### src/rtl/rvga_types.sv
// ============================================================================
// rvga_types : shared word/byte-enable types and memory-arbiter state encoding
// Revision   : 1.0
// ============================================================================
`default_nettype none

package rvga_types;

    typedef logic [31:0] rvga_word;
    typedef logic [3:0]  rvga_be;

    localparam rvga_be RVGA_BE_FULL = 4'hF;

    typedef enum logic [2:0] {
        IDLE     = 3'd0,
        IF_ISSUE = 3'd1,
        IF_WAIT  = 3'd2,
        DM_ISSUE = 3'd3,
        DM_WAIT  = 3'd4
    } memarb_state_e;

    function automatic logic [3:0] sat_inc4(input logic [3:0] v);
        return (v == 4'hF) ? v : v + 4'd1;
    endfunction

endpackage

`default_nettype wire

### src/rtl/mem_arbiter_ctl.sv
// ============================================================================
// mem_arbiter_ctl : transaction FSM, fetch-squash flag and data-streak counter
// Revision        : 1.0
// ============================================================================
`default_nettype none

module mem_arbiter_ctl
    import rvga_types::*;
#(
    parameter int unsigned MAX_DSTREAK = 4
) (
    input  logic clk_i,
    input  logic rst_i,
    input  logic if_req_v_i,
    input  logic if_flush_i,
    input  logic dm_req_v_i,
    input  logic mem_ready_i,
    input  logic mem_rvalid_i,
    output logic grant_if_o,
    output logic grant_dm_o,
    output logic mem_req_v_o,
    output logic if_load_o,
    output logic dm_load_o,
    output logic if_done_o,
    output logic dm_done_o
);

    localparam logic [3:0] c_MAX_DS = 4'(MAX_DSTREAK);

    memarb_state_e state_q, state_d;
    logic          sq_q, sq_d;
    logic [3:0]    ds_q, ds_d;
    logic          if_done_q, dm_done_q;

    always_ff @(posedge clk_i) begin
        if (rst_i) begin
            state_q   <= IDLE;
            sq_q      <= 1'b0;
            ds_q      <= 4'd0;
            if_done_q <= 1'b0;
            dm_done_q <= 1'b0;
        end else begin
            state_q   <= state_d;
            sq_q      <= sq_d;
            ds_q      <= ds_d;
            if_done_q <= if_load_o;
            dm_done_q <= dm_load_o;
        end
    end

    always_comb begin
        state_d     = state_q;
        sq_d        = sq_q;
        ds_d        = ds_q;
        grant_if_o  = 1'b0;
        grant_dm_o  = 1'b0;
        mem_req_v_o = 1'b0;
        if_load_o   = 1'b0;
        dm_load_o   = 1'b0;
        case (state_q)
            IDLE: begin
                // Data wins unless fetch has already waited out a full streak.
                if (dm_req_v_i && !(if_req_v_i && (ds_q == c_MAX_DS))) begin
                    state_d    = DM_ISSUE;
                    grant_dm_o = 1'b1;
                    ds_d       = if_req_v_i ? sat_inc4(ds_q) : 4'd0;
                end else if (if_req_v_i && !if_flush_i) begin
                    state_d    = IF_ISSUE;
                    grant_if_o = 1'b1;
                    ds_d       = 4'd0;
                end
            end
            IF_ISSUE: begin
                mem_req_v_o = 1'b1;
                if (if_flush_i) sq_d = 1'b1;
                if (mem_ready_i) state_d = IF_WAIT;
            end
            IF_WAIT: begin
                if (if_flush_i) sq_d = 1'b1;
                if (mem_rvalid_i) begin
                    state_d   = IDLE;
                    sq_d      = 1'b0;
                    if_load_o = !sq_q && !if_flush_i;
                end
            end
            DM_ISSUE: begin
                mem_req_v_o = 1'b1;
                if (mem_ready_i) state_d = DM_WAIT;
            end
            DM_WAIT: begin
                if (mem_rvalid_i) begin
                    state_d   = IDLE;
                    dm_load_o = 1'b1;
                end
            end
            default: state_d = IDLE;
        endcase
    end

    assign if_done_o = if_done_q;
    assign dm_done_o = dm_done_q;

endmodule

`default_nettype wire

### src/rtl/mem_arbiter.sv
// ============================================================================
// mem_arbiter : shares one memory port between instruction fetch and data
// Revision    : 1.0
// ============================================================================
`default_nettype none

module mem_arbiter
    import rvga_types::*;
#(
    parameter int unsigned MAX_DSTREAK = 4
) (
    input  logic     clk_i,
    input  logic     rst_i,
    input  logic     if_req_v_i,
    input  rvga_word if_addr_i,
    input  logic     if_flush_i,
    output rvga_word if_data_o,
    output logic     if_done_o,
    input  logic     dm_req_v_i,
    input  logic     dm_we_i,
    input  rvga_be   dm_be_i,
    input  rvga_word dm_addr_i,
    input  rvga_word dm_wdata_i,
    output rvga_word dm_rdata_o,
    output logic     dm_done_o,
    output logic     mem_req_v_o,
    input  logic     mem_ready_i,
    output logic     mem_we_o,
    output rvga_be   mem_be_o,
    output rvga_word mem_addr_o,
    output rvga_word mem_wdata_o,
    input  logic     mem_rvalid_i,
    input  rvga_word mem_rdata_i
);

    logic w_grant_if, w_grant_dm, w_if_load, w_dm_load;

    logic     req_we_q;
    rvga_be   req_be_q;
    rvga_word req_addr_q, req_wdata_q;
    rvga_word if_data_q, dm_rdata_q;

    mem_arbiter_ctl #(
        .MAX_DSTREAK (MAX_DSTREAK)
    ) u_ctl (
        .clk_i        (clk_i),
        .rst_i        (rst_i),
        .if_req_v_i   (if_req_v_i),
        .if_flush_i   (if_flush_i),
        .dm_req_v_i   (dm_req_v_i),
        .mem_ready_i  (mem_ready_i),
        .mem_rvalid_i (mem_rvalid_i),
        .grant_if_o   (w_grant_if),
        .grant_dm_o   (w_grant_dm),
        .mem_req_v_o  (mem_req_v_o),
        .if_load_o    (w_if_load),
        .dm_load_o    (w_dm_load),
        .if_done_o    (if_done_o),
        .dm_done_o    (dm_done_o)
    );

    // The winner's fields are captured at grant so mem_* stay stable while stalled.
    always_ff @(posedge clk_i) begin
        if (rst_i) begin
            req_we_q    <= 1'b0;
            req_be_q    <= '0;
            req_addr_q  <= '0;
            req_wdata_q <= '0;
            if_data_q   <= '0;
            dm_rdata_q  <= '0;
        end else begin
            if (w_grant_dm) begin
                req_we_q    <= dm_we_i;
                req_be_q    <= dm_be_i;
                req_addr_q  <= dm_addr_i;
                req_wdata_q <= dm_wdata_i;
            end else if (w_grant_if) begin
                req_we_q    <= 1'b0;
                req_be_q    <= RVGA_BE_FULL;
                req_addr_q  <= if_addr_i;
                req_wdata_q <= '0;
            end
            if (w_if_load) if_data_q  <= mem_rdata_i;
            if (w_dm_load) dm_rdata_q <= mem_rdata_i;
        end
    end

    assign mem_we_o    = req_we_q;
    assign mem_be_o    = req_be_q;
    assign mem_addr_o  = req_addr_q;
    assign mem_wdata_o = req_wdata_q;
    assign if_data_o   = if_data_q;
    assign dm_rdata_o  = dm_rdata_q;

endmodule

`default_nettype wire

### config.mk
export PLATFORM = sky130hd
export DESIGN_NAME = mem_arbiter
export DESIGN_NICKNAME = d
export VERILOG_FILES = /design/src/rtl/rvga_types.sv /design/src/rtl/mem_arbiter_ctl.sv /design/src/rtl/mem_arbiter.sv
export SDC_FILE = /design/constraint.sdc
export NUM_CORES = 1
export LEC_CHECK = 0
export ABC_AREA = 0
export CORE_ASPECT_RATIO = 1.4
export CORE_MARGIN = 5
export CORE_UTILIZATION = 44
export DETAILED_ROUTE_END_ITERATION = 7
export PLACE_DENSITY = 0.93
export SLEW_MARGIN = 20
export SYNTH_ARGS = -nofsm -noshare
export SYNTH_HDL_FRONTEND = slang
export SYNTH_HIERARCHICAL = 1
export SYNTH_SLANG_ARGS = --single-unit
### constraint.sdc
create_clock -name clk_i -period 2.7 [get_ports clk_i]
set_input_delay 0.27 -clock clk_i [delete_from_list [all_inputs] [get_ports clk_i]]
set_output_delay 0.27 -clock clk_i [all_outputs]
set_load 0.05 [all_outputs]
==> out/metrics.yaml <==
setup_viol: 0
clockBufferDepth: 2
grt_usage: 0.2175
power_leakage_nw: 3.214
synth_top_family_by_area: "simple AND/OR/NAND/NOR gates"
dieWidth_um: 107.5
antenna_cells: 0
clock-sinks: 143
layout_setup_ws_ns: 0.3421
async_reset_ff_frac: 0
synth_seq_cells: 143
worstPathMaxFanout: 9
die_h_um: 146.5
root_buffer: "clkbuf_16"
cts_tree: "built"
cts_buffers: 17
num_vias: 5203
synth_xor_area_frac: 0.001495
max_freq_mhz: 424.1
insertion_delay_ns: 0.41
place_ws_ns: 0.4241
dp_cells: 1002
start_kind: "register"
ir_drop_uv: 416.7
drc: 0
yosys.area_share.simple: 0.1907
synth_cell_types: 37
arrival_ns: 2.09
synthTopCellsByArea: "dfxtp_1 (49%), mux2i_1 (16%), or3b_1 (4.9%)"
wirelength_um: 17380
grt_pass1_vias: 5373
worstMarginPinSlew_ns: 0.7729
critPathMaxStageDelay_ns: 0.84
routed_via_density: 5.037
synthFlopType: "dfxtp_1"
synth-compound-area-share: 0.09438
synth.avg_cell_area_um2: 10.03
min_path_type: "in2reg"
holdPathEnd: "u_ctl/state_q[2]$_SDFFE_PP0P_"
path_cells: "nor2b_1 -> clkdlybuf4s50_1"
clk_pin_slew_ns: 0.06
status: "complete, no violations"
rrSetupSlack_ns: 0.52
period_share: 0.8733
dp_hpwl_um: 12730
synth_mux_area_frac: 0.1640
gr-total-overflow: 0
fin_cells: 1033
io_pins: 276
power_density_mw_per_mm2: 648.1
synth_edf_count: 0
regToRegEndpoint: "mem_addr_o[19]$_SDFFE_PP0P_"
skew_ns: 0.01119
fin_crit_ns: 2.358
drive_gt1_frac: 0.06463
regToRegStartpoint: "u_ctl/ds_q[0]$_SDFFE_PP0P_"
die-area_mm2: 0.01576
critPathRequiredTime_ns: 2.43
worst_slew_margin_rel: 0.4847
core_area_mm2: 0.01320
crit_type: "reg2out"
synth_area_mm2: 0.005859
synth_largest_area_cell: "dfxtp_1"
final_hold_viol_count: 0
grt_pass1_wl_um: 27080
routedWlPerCell_um: 16.82
drv_cap: 0
rows: 50
synth_commonest_cells: "dfxtp_1 (143), mux2i_1 (96), nor2_1 (68)"
antenna_found_initial: 0
port_buffers: 275
cts_setup_buffers: 0
grt_setup_unrepaired: "false"
ctsResizeCount: 0
yosysTopAreaCellShare: 0.4886
area_delta_synth_final_pct: 58.17
synth_fa_ha_area_frac: 0.004271
first_pass_iters: 4
crit_path_end_kind: "output pin"
start_util: 0.4439
grt_max_degree: 69
drv_slew: 0
syn_nets: 726
totalNegativeSetupSlack_ns: 0
drtIter0Drc: 156
slowest_stage: "clkdlybuf4s50_1"
synth_warnings: 6
worstRegToRegCells: 8
htreeDepth: 4
min_path_cells: 2
hold_start: "rst_i"
final_nets: 981
hold_buffers: 0
yosysMostFrequentCell: "dfxtp_1"
place_congestion: 0.8032
syn_inst: 584
synth_seq_area_share: 0.4886
ant_nets: 0
==> critical path: cells and delay by family, from the launching register on <==
family / cells / cell delay [ns]
AND/OR/NAND/NOR: 1 / 0.27
flip-flops: 1 / 0.57
buffers and inverters: 1 / 0.84
==> state kept, by name, summed over array words and instances (netlist names) <==
| name | flops |
|---|---|
| u_ctl/dm_done_o | 1 |
| mem_we_o | 1 |
| u_ctl/if_done_o | 1 |
| mem_be_o | 4 |
| if_data_o | 32 |
| u_ctl/state_q | 3 |
| mem_wdata_o | 32 |
| u_ctl/ds_q | 4 |
| mem_addr_o | 32 |
| u_ctl/sq_q | 1 |
| dm_rdata_o | 32 |
==> area by class of cell <==
type / count / area, um2
fillers: 936 / 3933
flip-flops and latches: 143 / 2863
inverters: 7 / 26.28
repair buffers: 285 / 2900
well taps: 182 / 227.7
multi-input cells: 385 / 2680
clock buffers: 17 / 425.4
clock inverters: 14 / 145.1
==> routing by layer <==
layer  routed length (um)  GRT usage  vias up
met5                    0          0        -
met4                  490    0.09539        0
met3                 1642    0.08713       31
met2                 8787     0.3755      211
met1                 6459     0.2307     2426
li1                     -          -     2535
==> through the flow <==
stage | hold WS [ns] | cell area (um2) | power, mW | utilization
2_1_floorplan | 0.4135 | 5859 | 3.214 | -
3_3_place_gp | 0.4702 | 8697 | 3.746 | 0.6589
3_5_place_dp | 0.4805 | 8697 | 3.771 | 0.6589
4_1_cts | 0.3914 | 9268 | 6.063 | 0.7021
5_1_grt | 0.4045 | 9268 | 6.267 | 0.7021
6_report | 0.3850 | 9268 | 6.006 | 0.7021
==> power breakdown <==
part | switching (mW) | total, mW | internal, mW
sequential | 0.0813 | 2.32 | 2.24
combinational | 0.812 | 1.40 | 0.591
clock | 0.982 | 2.28 | 1.30
total | 1.88 | 6.01 | 4.13
==> how the worst max path moves through the flow <==
stage / startpoint / to / slack (ns) / depth (start not counted)
2_1_floorplan: u_ctl/ds_q[0]$_SDFFE_PP0P_ / mem_wdata_o[25]$_SDFFE_PP0P_ / 0.93 / 9
3_3_place_gp: if_req_v_i / mem_addr_o[26]$_SDFFE_PP0P_ / 0.46 / 7
3_5_place_dp: if_req_v_i / mem_addr_o[19]$_SDFFE_PP0P_ / 0.42 / 7
4_1_cts: u_ctl/state_q[0]$_SDFFE_PP0P_ / mem_req_v_o / 0.33 / 2
5_1_grt: u_ctl/ds_q[0]$_SDFFE_PP0P_ / mem_addr_o[19]$_SDFFE_PP0P_ / 0.27 / 8
6_report: u_ctl/state_q[0]$_SDFFE_PP0P_ / mem_req_v_o / 0.34 / 2
==> placed cells by master, fill, tap and decap left out, types with 5 or more instances in the layout <==
cell type	instances
inv_6	5
or3b_1	33
a211oi_1	32
clkbuf_16	17
a21oi_1	35
nand2_1	36
nor2b_1	40
dfxtp_1	143
buf_4	5
nor2_1	68
buf_12	6
mux2i_1	96
clkinvlp_4	5
clkdlybuf4s50_1	274
inv_1	7
nor3_1	9
==> cell families after synthesis <==
family	after synthesis
AO/OA/AOI/OAI	80
XOR/XNOR	1
adder cells (fa/ha/maj)	2
buffers and inverters	56
flip-flops	143
multiplexers	96
AND/OR/NAND/NOR	206
Note: power is estimated with default switching activity, not from simulation.
